### src/rtl/sprite_pkg.sv
// sprite_pkg: shared types and constants for the per-line sprite scanner.
//   sprite_t      - 25-bit packed descriptor {id[4:0], y[9:0], x[9:0]}
//   scan_state_e  - scanner FSM states
//   sprite_hits() - true when a descriptor covers a given target line
package sprite_pkg;

    typedef struct packed {
        logic [4:0] id;
        logic [9:0] y;
        logic [9:0] x;
    } sprite_t;

    localparam logic [4:0]  ID_NONE             = 5'd0;
    localparam int unsigned SPRITE_SLOTS        = 3;
    localparam int unsigned SPRITE_H_DEFAULT    = 32;
    localparam int unsigned NUM_SPRITES_DEFAULT = 20;

    // Video timing
    localparam int unsigned SCAN_H_DEFAULT   = 640;
    localparam int unsigned COMMIT_H_DEFAULT = 799;
    localparam int unsigned COMMIT_V_DEFAULT = 480;
    localparam int unsigned V_TOTAL_DEFAULT  = 525;

    typedef enum logic [1:0] {StIdle, StScan, StDone} scan_state_e;

    // 11-bit compare so y + height - 1 never wraps past line 1023.
    function automatic logic sprite_hits(sprite_t e, logic [9:0] t, logic [10:0] h);
        logic [10:0] top;
        logic [10:0] bot;
        logic [10:0] tl;
        top = {1'b0, e.y};
        tl  = {1'b0, t};
        bot = top + h - 11'd1;
        return (e.id != ID_NONE) && (top <= tl) && (tl <= bot);
    endfunction

endpackage

### src/rtl/sprite_table.sv
// sprite_table: double-buffered descriptor table.
//   clk, reset             - clock, synchronous active-high reset
//   chipselect, write,
//   address, writedata     - Avalon-MM write port into the shadow copy
//   commit_req             - one-cycle request to copy shadow -> active
//   fsm_idle               - commit only allowed while the scanner is idle
//   rd_idx / rd_entry      - combinational read port into the active copy
module sprite_table
    import sprite_pkg::*;
#(
    parameter int unsigned NUM_SPRITES = NUM_SPRITES_DEFAULT
) (
    input  logic        clk,
    input  logic        reset,
    input  logic        chipselect,
    input  logic        write,
    input  logic [4:0]  address,
    input  logic [31:0] writedata,
    input  logic        commit_req,
    input  logic        fsm_idle,
    input  logic [4:0]  rd_idx,
    output sprite_t     rd_entry
);

    sprite_t shadow_q [NUM_SPRITES];
    sprite_t active_q [NUM_SPRITES];
    logic    pending_q;
    logic    wr_en;
    logic    do_commit;
    logic    unused_wd;

    assign unused_wd = ^writedata[31:25];
    assign wr_en     = chipselect && write && (32'(address) < NUM_SPRITES);
    // A commit arriving mid-scan is held until the scanner is back in idle.
    assign do_commit = (commit_req || pending_q) && fsm_idle;
    assign rd_entry  = active_q[rd_idx];

    always_ff @(posedge clk) begin
        if (reset) begin
            shadow_q  <= '{default: '0};
            active_q  <= '{default: '0};
            pending_q <= 1'b0;
        end else begin
            if (wr_en) begin
                shadow_q[address] <= sprite_t'(writedata[24:0]);
            end
            // Copies the pre-write shadow; a same-cycle write waits a frame.
            if (do_commit) begin
                active_q <= shadow_q;
            end
            pending_q <= (commit_req || pending_q) && !fsm_idle;
        end
    end

endmodule

### src/rtl/sprite_line_scanner.sv
// sprite_line_scanner: scans the sprite table during h-blank for the first three
// sprites covering the next line and presents them to the renderer.
//   clk, reset                  - clock, synchronous active-high reset
//   chipselect, write, address,
//   writedata                   - Avalon-MM table writes (no readback)
//   VGA_HCOUNT, VGA_VCOUNT      - current pixel column / line
//   sprite1..sprite3            - selected descriptors, lowest table index first
//   ovf_count                   - only with SPRITE_OVF_CNT_EN: saturating count of
//                                 lines that had more than three hits
module sprite_line_scanner
    import sprite_pkg::*;
#(
    parameter int unsigned NUM_SPRITES = NUM_SPRITES_DEFAULT,
    parameter int unsigned SPRITE_H    = SPRITE_H_DEFAULT,
    parameter int unsigned SCAN_H      = SCAN_H_DEFAULT,
    parameter int unsigned COMMIT_H    = COMMIT_H_DEFAULT,
    parameter int unsigned COMMIT_V    = COMMIT_V_DEFAULT,
    parameter int unsigned V_TOTAL     = V_TOTAL_DEFAULT
) (
    input  logic        clk,
    input  logic        reset,
    input  logic        chipselect,
    input  logic        write,
    input  logic [4:0]  address,
    input  logic [31:0] writedata,
    input  logic [9:0]  VGA_HCOUNT,
    input  logic [9:0]  VGA_VCOUNT,
    output logic [24:0] sprite1,
    output logic [24:0] sprite2,
    output logic [24:0] sprite3
`ifdef SPRITE_OVF_CNT_EN
    ,
    output logic [15:0] ovf_count
`endif
);

    scan_state_e state_q, state_d;

    logic    scan_eq, scan_eq_q, scan_trig;
    logic    hcom_eq, hcom_eq_q, hcom_trig;
    logic    vcom_eq, vcom_eq_q, vcom_trig;
    logic    start_scan, scan_step, load_out, last_idx, entry_hit;
    logic [4:0] idx_q;
    logic [1:0] cnt_q;
    logic [9:0] target_q, target_next;
    sprite_t rd_entry;
    sprite_t staging_q [SPRITE_SLOTS];

    // Triggers fire only on the first cycle a count matches its target.
    assign scan_eq   = VGA_HCOUNT == 10'(SCAN_H);
    assign hcom_eq   = VGA_HCOUNT == 10'(COMMIT_H);
    assign vcom_eq   = VGA_VCOUNT == 10'(COMMIT_V);
    assign scan_trig = scan_eq && !scan_eq_q;
    assign hcom_trig = hcom_eq && !hcom_eq_q;
    assign vcom_trig = vcom_eq && !vcom_eq_q;

    assign target_next = (VGA_VCOUNT == 10'(V_TOTAL - 1)) ? 10'd0 : VGA_VCOUNT + 10'd1;
    assign last_idx    = idx_q == 5'(NUM_SPRITES - 1);
    assign entry_hit   = sprite_hits(rd_entry, target_q, 11'(SPRITE_H));

    sprite_table #(
        .NUM_SPRITES (NUM_SPRITES)
    ) u_table (
        .clk        (clk),
        .reset      (reset),
        .chipselect (chipselect),
        .write      (write),
        .address    (address),
        .writedata  (writedata),
        .commit_req (vcom_trig),
        .fsm_idle   (state_q == StIdle),
        .rd_idx     (idx_q),
        .rd_entry   (rd_entry)
    );

    always_ff @(posedge clk) begin
        if (reset) begin
            state_q   <= StIdle;
            scan_eq_q <= 1'b0;
            hcom_eq_q <= 1'b0;
            vcom_eq_q <= 1'b0;
        end else begin
            state_q   <= state_d;
            scan_eq_q <= scan_eq;
            hcom_eq_q <= hcom_eq;
            vcom_eq_q <= vcom_eq;
        end
    end

    always_comb begin
        state_d = state_q;
        unique case (state_q)
            StIdle:  if (scan_trig) state_d = StScan;
            StScan:  if (last_idx)  state_d = StDone;
            StDone:  if (hcom_trig) state_d = StIdle;
            default: state_d = StIdle;
        endcase
    end

    always_comb begin
        start_scan = (state_q == StIdle) && scan_trig;
        scan_step  = state_q == StScan;
        load_out   = (state_q == StDone) && hcom_trig;
    end

    always_ff @(posedge clk) begin
        if (reset) begin
            idx_q     <= '0;
            cnt_q     <= '0;
            target_q  <= '0;
            staging_q <= '{default: '0};
            sprite1   <= '0;
            sprite2   <= '0;
            sprite3   <= '0;
        end else begin
            if (start_scan) begin
                idx_q     <= '0;
                cnt_q     <= '0;
                target_q  <= target_next;
                staging_q <= '{default: '0};
            end else if (scan_step) begin
                if (entry_hit && cnt_q != 2'd3) begin
                    staging_q[cnt_q] <= rd_entry;
                    cnt_q            <= cnt_q + 2'd1;
                end
                if (!last_idx) begin
                    idx_q <= idx_q + 5'd1;
                end
            end
            if (load_out) begin
                sprite1 <= staging_q[0];
                sprite2 <= staging_q[1];
                sprite3 <= staging_q[2];
            end
        end
    end

`ifdef SPRITE_OVF_CNT_EN
    logic ovf_q;

    always_ff @(posedge clk) begin
        if (reset) begin
            ovf_q     <= 1'b0;
            ovf_count <= '0;
        end else begin
            if (start_scan) begin
                ovf_q <= 1'b0;
            end else if (scan_step && entry_hit && cnt_q == 2'd3) begin
                ovf_q <= 1'b1;
            end
            if (load_out && ovf_q && ovf_count != 16'hFFFF) begin
                ovf_count <= ovf_count + 16'd1;
            end
        end
    end
`endif

endmodule

### config.mk
export PLATFORM = sky130hd
export DESIGN_NAME = sprite_line_scanner
export DESIGN_NICKNAME = d
export VERILOG_FILES = /design/src/rtl/sprite_pkg.sv /design/src/rtl/sprite_table.sv /design/src/rtl/sprite_line_scanner.sv
export SDC_FILE = /design/constraint.sdc
export NUM_CORES = 2
export LEC_CHECK = 0
export ABC_AREA = 1
export BUFFER_PORTS_ARGS = -buffer_cell sky130_fd_sc_hd__buf_4
export CORE_MARGIN = 5
export CORE_UTILIZATION = 67
export DETAILED_ROUTE_END_ITERATION = 16
export GPL_ROUTABILITY_DRIVEN = 0
export GPL_TIMING_DRIVEN = 0
export PLACE_DENSITY = 0.85
export SYNTH_ARGS = -nofsm -noshare
export SYNTH_HDL_FRONTEND = slang
export SYNTH_SLANG_ARGS = --single-unit
### constraint.sdc
create_clock -name clk -period 10.6 [get_ports clk]
set_input_delay 1.59 -clock clk [delete_from_list [all_inputs] [get_ports clk]]
set_output_delay 1.59 -clock clk [all_outputs]
set_load 0.03 [all_outputs]
* Word level (Yosys, flattened, before mapping)
Index checks and enable logic that the tools add are counted.
** Cells by class
- Add/sub/neg operators :: 5
- Order comparisons :: 8
- Equality and inequality tests :: 11
- Multiplexer cells :: 14
- Bitwise logic cells :: 4
- Reduce and logical (&&, ||, !) cells :: 25
** Operators with widths (count)
- 500-bit bitwise mux :: 1
- 25-bit binary-select mux with 5-bit select :: 1
- 25-bit demux with 5-bit select :: 1
- 25-bit 2-to-1 mux :: 4
- 75-bit bitwise mux :: 1
- 25-bit demux with 2-bit select :: 1
- 10-bit == test (second input constant) :: 3
- 1-bit logical AND :: 14
- 6-bit >= comparator (second input constant) :: 2
- 5-bit NOT with 6-bit output :: 2
- 10-bit by 6-bit adder with 11-bit output (second input constant) :: 1
- 10-bit by 11-bit less-or-equal comparator with 1-bit output :: 1
- 11-bit by 1-bit subtractor with 11-bit output (second input constant) :: 1
- 10-bit by 1-bit adder with 10-bit output (second input constant) :: 1
- 10-bit by 9-bit == test with 1-bit output (second input constant) :: 1
- 10-bit less-or-equal comparator :: 1
- 10-bit 2-to-1 mux :: 1
- 6-bit by 1-bit < comparator with 1-bit output (second input constant) :: 1
- 2-bit 2-to-1 mux :: 3
- 2-bit inequality test (second input constant) :: 3
- 2-bit one-hot mux with 3 select lines :: 1
- 5-bit by 1-bit adder with 5-bit output (second input constant) :: 1
- 5-bit == test (second input constant) :: 1
- 5-bit < comparator (second input constant) :: 1
- 15 further kinds :: 19
** Storage, ports and cells
- Register bits after elaboration :: 1173
- Input port bits :: 61
- Output and inout bits :: 75
- Word-level logic and storage cells :: 207

* Logic depth before layout (Yosys ltp)
- Depth in word-level cells :: 10
- Gate-level depth with buffers :: 31
- Depth with buffers taken out :: 26

* Modules after synthesis
A second synthesis with hierarchy kept.
** Second synthesis, totals
- Cells, all modules :: 6285
- Area, all modules :: 46520.9 sq um
** Modules (own cells, without submodules)
- sprite_table :: times used 1, cells each 5271, area an instance 39050.0 sq um, seq. area each 20039.2 sq um
- sprite_line_scanner :: times used 1, cells each 1014, area an instance 7470.9 sq um, seq. area each 3443.3 sq um

* Worst setup path before layout
OpenSTA, ideal clock, no wires.
- Path type :: register -> register
- Start point :: register idx_q[0]
- End point :: register staging_q[18] (netlist bit)
- Setup time :: 113 ps
- Arrival :: 3810 ps
- Required time :: 10487 ps
- Slack :: 6677 ps
- Cell stages (with the launch flop) :: 28
- Buffers on the path :: 7
- Clock period less this slack :: 3923 ps
- Cell sequence :: dfxtp_1 > buf_6 > buf_6 > buf_6 > buf_4 > buf_4 > buf_2 > o21ai_0 > o22ai_1 > a21oi_2 > ha_1 > nand3_1 > nor2_1 > nand2_1 > nand2_1 > nor2_1 > xor2_1 > ha_1 > nand2_1 > o21ai_0 > a21oi_1 > a22oi_1 > nand2_4 > nand3_2 > buf_2 > nand2_1 > nand2_1 > nor2_1
** Between the ends
- Longest elaborated chain between the ends :: 10
- Elaborated cells on any way between the ends :: 14
- Those cells by class :: add/sub: 2; order compare: 2; mux: 4; bitwise: 1; reduce/logical: 5
** RTL lines
- start, declared :: RTL line sprite_line_scanner.sv:43 : logic [4:0] idx_q;
- start signal, assigned :: RTL line sprite_line_scanner.sv:127 : idx_q <= idx_q + 5'd1;
- 5-bit NOT with 6-bit output (implied by the code) (*) :: RTL line sprite_table.sv:36 : assign rd_entry = active_q[rd_idx];
- 25-bit binary-select mux with 5-bit select (*) :: RTL line sprite_table.sv:36
- 25-bit 2-to-1 mux (implied by the code) (*) (2 in a row) :: RTL line sprite_table.sv:36
- 10-bit by 6-bit adder with 11-bit output :: RTL line sprite_pkg.sv:33 : bot = top + h - 11'd1;
- 11-bit by 1-bit subtractor with 11-bit output :: RTL line sprite_pkg.sv:33
- 10-bit by 11-bit less-or-equal comparator with 1-bit output :: RTL line sprite_pkg.sv:34 : return (e.id != ID_NONE) && (top <= tl) && (tl <= bot);
- 1-bit logical AND :: RTL line sprite_pkg.sv:34
- 1-bit logical AND :: RTL line sprite_line_scanner.sv:122 : if (entry_hit && cnt_q != 2'd3) begin
- 2-bit AND reduction (no source line)
- end signal, assigned by index :: RTL line sprite_line_scanner.sv:123 : staging_q[cnt_q] <= rd_entry;
- end, declared :: RTL line sprite_line_scanner.sv:47 : sprite_t staging_q [SPRITE_SLOTS];
Mark *: on every way between the ends. The rest lies on a longest branch, timed or not. The select of a mux whose other input is x is not followed.
A chain may end at the register's enable or synchronous reset.

==> metrics.yaml <==
fillCellCount: 5092
layout-drive-gt1-share: 0.0634
wl_met3_um: 28700
power.share.switching: 0.224
p_seq_frac: 0.497
crit_end: "staging_q[24]$_SDFFE_PP0P_"
holdCritPathClass: "flop to flop"
die_width_um: 272
grt_max_degree: 15
clk_path_buf_depth: 3
synthDistinctLibCells: 44
p_comb_frac: 0.032
max_freq_ghz: 0.149
fin_cells: 7472
pwr-share-clk: 0.471
drt_first_pass_iters: 12
grt_setup_unrepaired: "no"
drt_first_iter_violations: 9188
worstMarginPinSlew_ps: 1260
worstSetupPathType: "flop to flop"
timing.hold.ws_ps: 442
critPathLaunchType: "flop"
initial_core_util: 0.672
power_switching_mw: 2.00
grt_pass1_wl_um: 254000
cp_max_fo: 10
via_per_inst: 6.36
cts_resized: 0
fin_setup_tns_ps: 0
cts_max_level: 3
ir_drop_mv: 0.138
crit_top_cell: "nand2_1"
multi_input_area_sq_um: 18900
wl_met1_um: 59500
cts_root_buf: "clkbuf_16"
max_stage_delay_ps: 980
vias: 47600
final_antenna_net_count: 0
syn_inst: 6258
syn-num-nets: 6347
nNetsFinal: 6575
leakagePower_nw: 21.3
r2r-end: "staging_q[24]$_SDFFE_PP0P_"
synthFlopType: "dfxtp_1"
endpoint_kind: "flop"
worst_path_max_delay_cell: "clkbuf_1"
slew_violations: 0
core-area_sq_um: 68300
cts.clk_slew.worst_paths_ps: 60
place_area_sq_um: 47900
synth_edf_count: 0
die_height_um: 272
synthArstFlopShare: 0
syn_to_final_growth_pct: 12.7
final_util: 0.757
reg2reg_depth: 27
first_global_vias: 43600
slew_headroom: 0.161
skew_ps: 22.9
netlist_top_cells_area: "dfxtp_1, o21ai_0, nor2_1"
outcome: "complete, no violations"
setup_viol: 0
critical_path_depth: 27
placed_cells: 7253
yosys_warnings: 0
wl_per_cell_um: 23.1
overflow: 0
drcViolationCount: 0
p_int_mw: 6.92
cp.required_ps: 11190
cts_tree: "yes"
seq_area_sq_um: 23500
hold_buffers: 0
die_area_sq_um: 73900
core.rowCount: 96
min_period_ps: 6720
top_layer: "met5"
yosysSeqAreaShare: 0.511
cts_setup_buffers: 0
syn_area_sq_um: 45900
io_buffer_count: 113
cts_sinks: 1173
place_hpwl_um: 122000
critPathBufInv: 4
yosys.area.top_type: "dfxtp_1"
io_pins: 136
grt.total_usage: 0.445
final.period_utilization: 0.634
p_per_area_nw_per_um2: 172
yosys.area.top_type_share: 0.511
hold_viol: 0
design_area_sq_um: 51800
wl_met2_um: 69000
antenna_found_initial: 5
timing.critical_path.from: "idx_q[1]$_SDFFE_PP0P_"
cp.arrival_ps: 7300
path_delay_family: "buffers and inverters"
maxCapViolCount: 0
insertion_delay_ps: 700
timing.rr.start: "idx_q[1]$_SDFFE_PP0P_"
wl_um: 173000
synth_area_per_cell_sq_um: 7.34
r2r_setup_slack_ps: 3880
cts_made_buffers: 113
synth.ff_latch_count: 1173
## cell families (layout without fill, tap and decap cells)
| group | Yosys count | after routing | synth area share |
|---|---|---|---|
| and+or+nand+nor | 2255 | 2255 | 0.190 |
| AOI/OAI and AO/OA | 1915 | 1915 | 0.212 |
| DFF | 1173 | 1173 | 0.511 |
| buffers and inverters | 872 | 1192 | 0.0763 |
| adders and majority gates | 28 | 28 | 0.00763 |
| xor gates and xnor gates | 15 | 15 | 0.00286 |
| other | 0 | 12 | 0 |
## final cells by class
| class | count | share of cell area |
|---|---|---|
| diodes | 12 | 0.000580 |
| repair buffers | 113 | 0.0164 |
| clock inverters | 36 | 0.00824 |
| flip-flops and latches | 1173 | 0.454 |
| multi-input cells | 4213 | 0.366 |
| well taps | 882 | 0.0213 |
| inverters | 382 | 0.0277 |
| plain buffers | 490 | 0.0400 |
| clock buffers | 171 | 0.0660 |
## power groups by stage
stage | Sequential (mW) | Combinational, mW | Clock (mW)
after floorplan | 4.53 | 0.145 | 0
after global placement | 4.53 | 0.253 | 0
after detailed placement | 4.53 | 0.257 | 0
after CTS | 4.43 | 0.261 | 4.14
after global routing | 4.43 | 0.290 | 4.35
final | 4.43 | 0.281 | 4.20
## how the worst min path moves through the flow
stage | slack, ps | from | cells past startpoint | endpoint
after floorplan | 420 | u_table.shadow_q[212]$_SDFFE_PP0P_ | 2 | u_table.shadow_q[212]$_SDFFE_PP0P_
after global placement | 430 | u_table.shadow_q[267]$_SDFFE_PP0P_ | 2 | u_table.shadow_q[267]$_SDFFE_PP0P_
after detailed placement | 430 | u_table.shadow_q[267]$_SDFFE_PP0P_ | 2 | u_table.shadow_q[267]$_SDFFE_PP0P_
after CTS | 440 | u_table.shadow_q[213]$_SDFFE_PP0P_ | 2 | u_table.shadow_q[213]$_SDFFE_PP0P_
after global routing | 460 | u_table.shadow_q[262]$_SDFFE_PP0P_ | 2 | u_table.shadow_q[262]$_SDFFE_PP0P_
final | 440 | u_table.shadow_q[213]$_SDFFE_PP0P_ | 2 | u_table.shadow_q[213]$_SDFFE_PP0P_
## through the flow
step | setup WS [ps] | power [mW]
floorplan | 6680 | 4.67
global placement | 4670 | 4.78
detailed placement | 4540 | 4.79
CTS | 4530 | 8.83
global route | 3970 | 9.07
finish | 3880 | 8.92
## cells in the mapped netlist, types with 10 or more instances
master	instances
o22ai_1	82
nand4_1	30
nor2_1	1656
xor2_1	11
buf_6	10
inv_1	370
nor3_1	21
nand3_1	41
o21ai_0	1258
buf_2	61
ha_1	28
a21oi_1	516
buf_4	21
o21ai_1	43
inv_2	10
dfxtp_1	1173
nand2_1	484
clkbuf_1	391
## routing by layer
metal / track usage / vias to the layer above
li1: - / 20800
met1: 0.560 / 21600
met2: 0.642 / 4111
met3: 0.158 / 1017
met4: 0.301 / 4
met5: 0 / -
## layout by cell type, fill, tap and decap left out, types with 12 or more instances in the layout
cell type  count
diode_2       12
clkbuf_8      33
a21oi_1      516
dfxtp_1     1173
nand3_1       41
clkbuf_1     414
clkinv_2      20
clkbuf_16    115
nand2_1      484
nor2_1      1656
inv_1        370
o22ai_1       82
ha_1          28
o21ai_0     1258
buf_4        134
nor3_1        21
buf_2         61
o21ai_1       43
nand4_1       30
## registers in the layout, indices dropped and copies added (netlist names), 5 cells and up
signal and flops:
sprite1 25, u_table.shadow_q 500, sprite3 25, target_q 10, sprite2 25, staging_q 75
idx_q 5, u_table.active_q 500
## worst min-delay path, delay by kind of cell, from the launching register on
| kind | cells | cell delay (ps) |
|---|---|---|
| AOI/OAI and AO/OA | 1 | 50 |
| buffers and inverters | 1 | 40 |
| DFF | 1 | 300 |
Power figures use the tool's default switching activity.
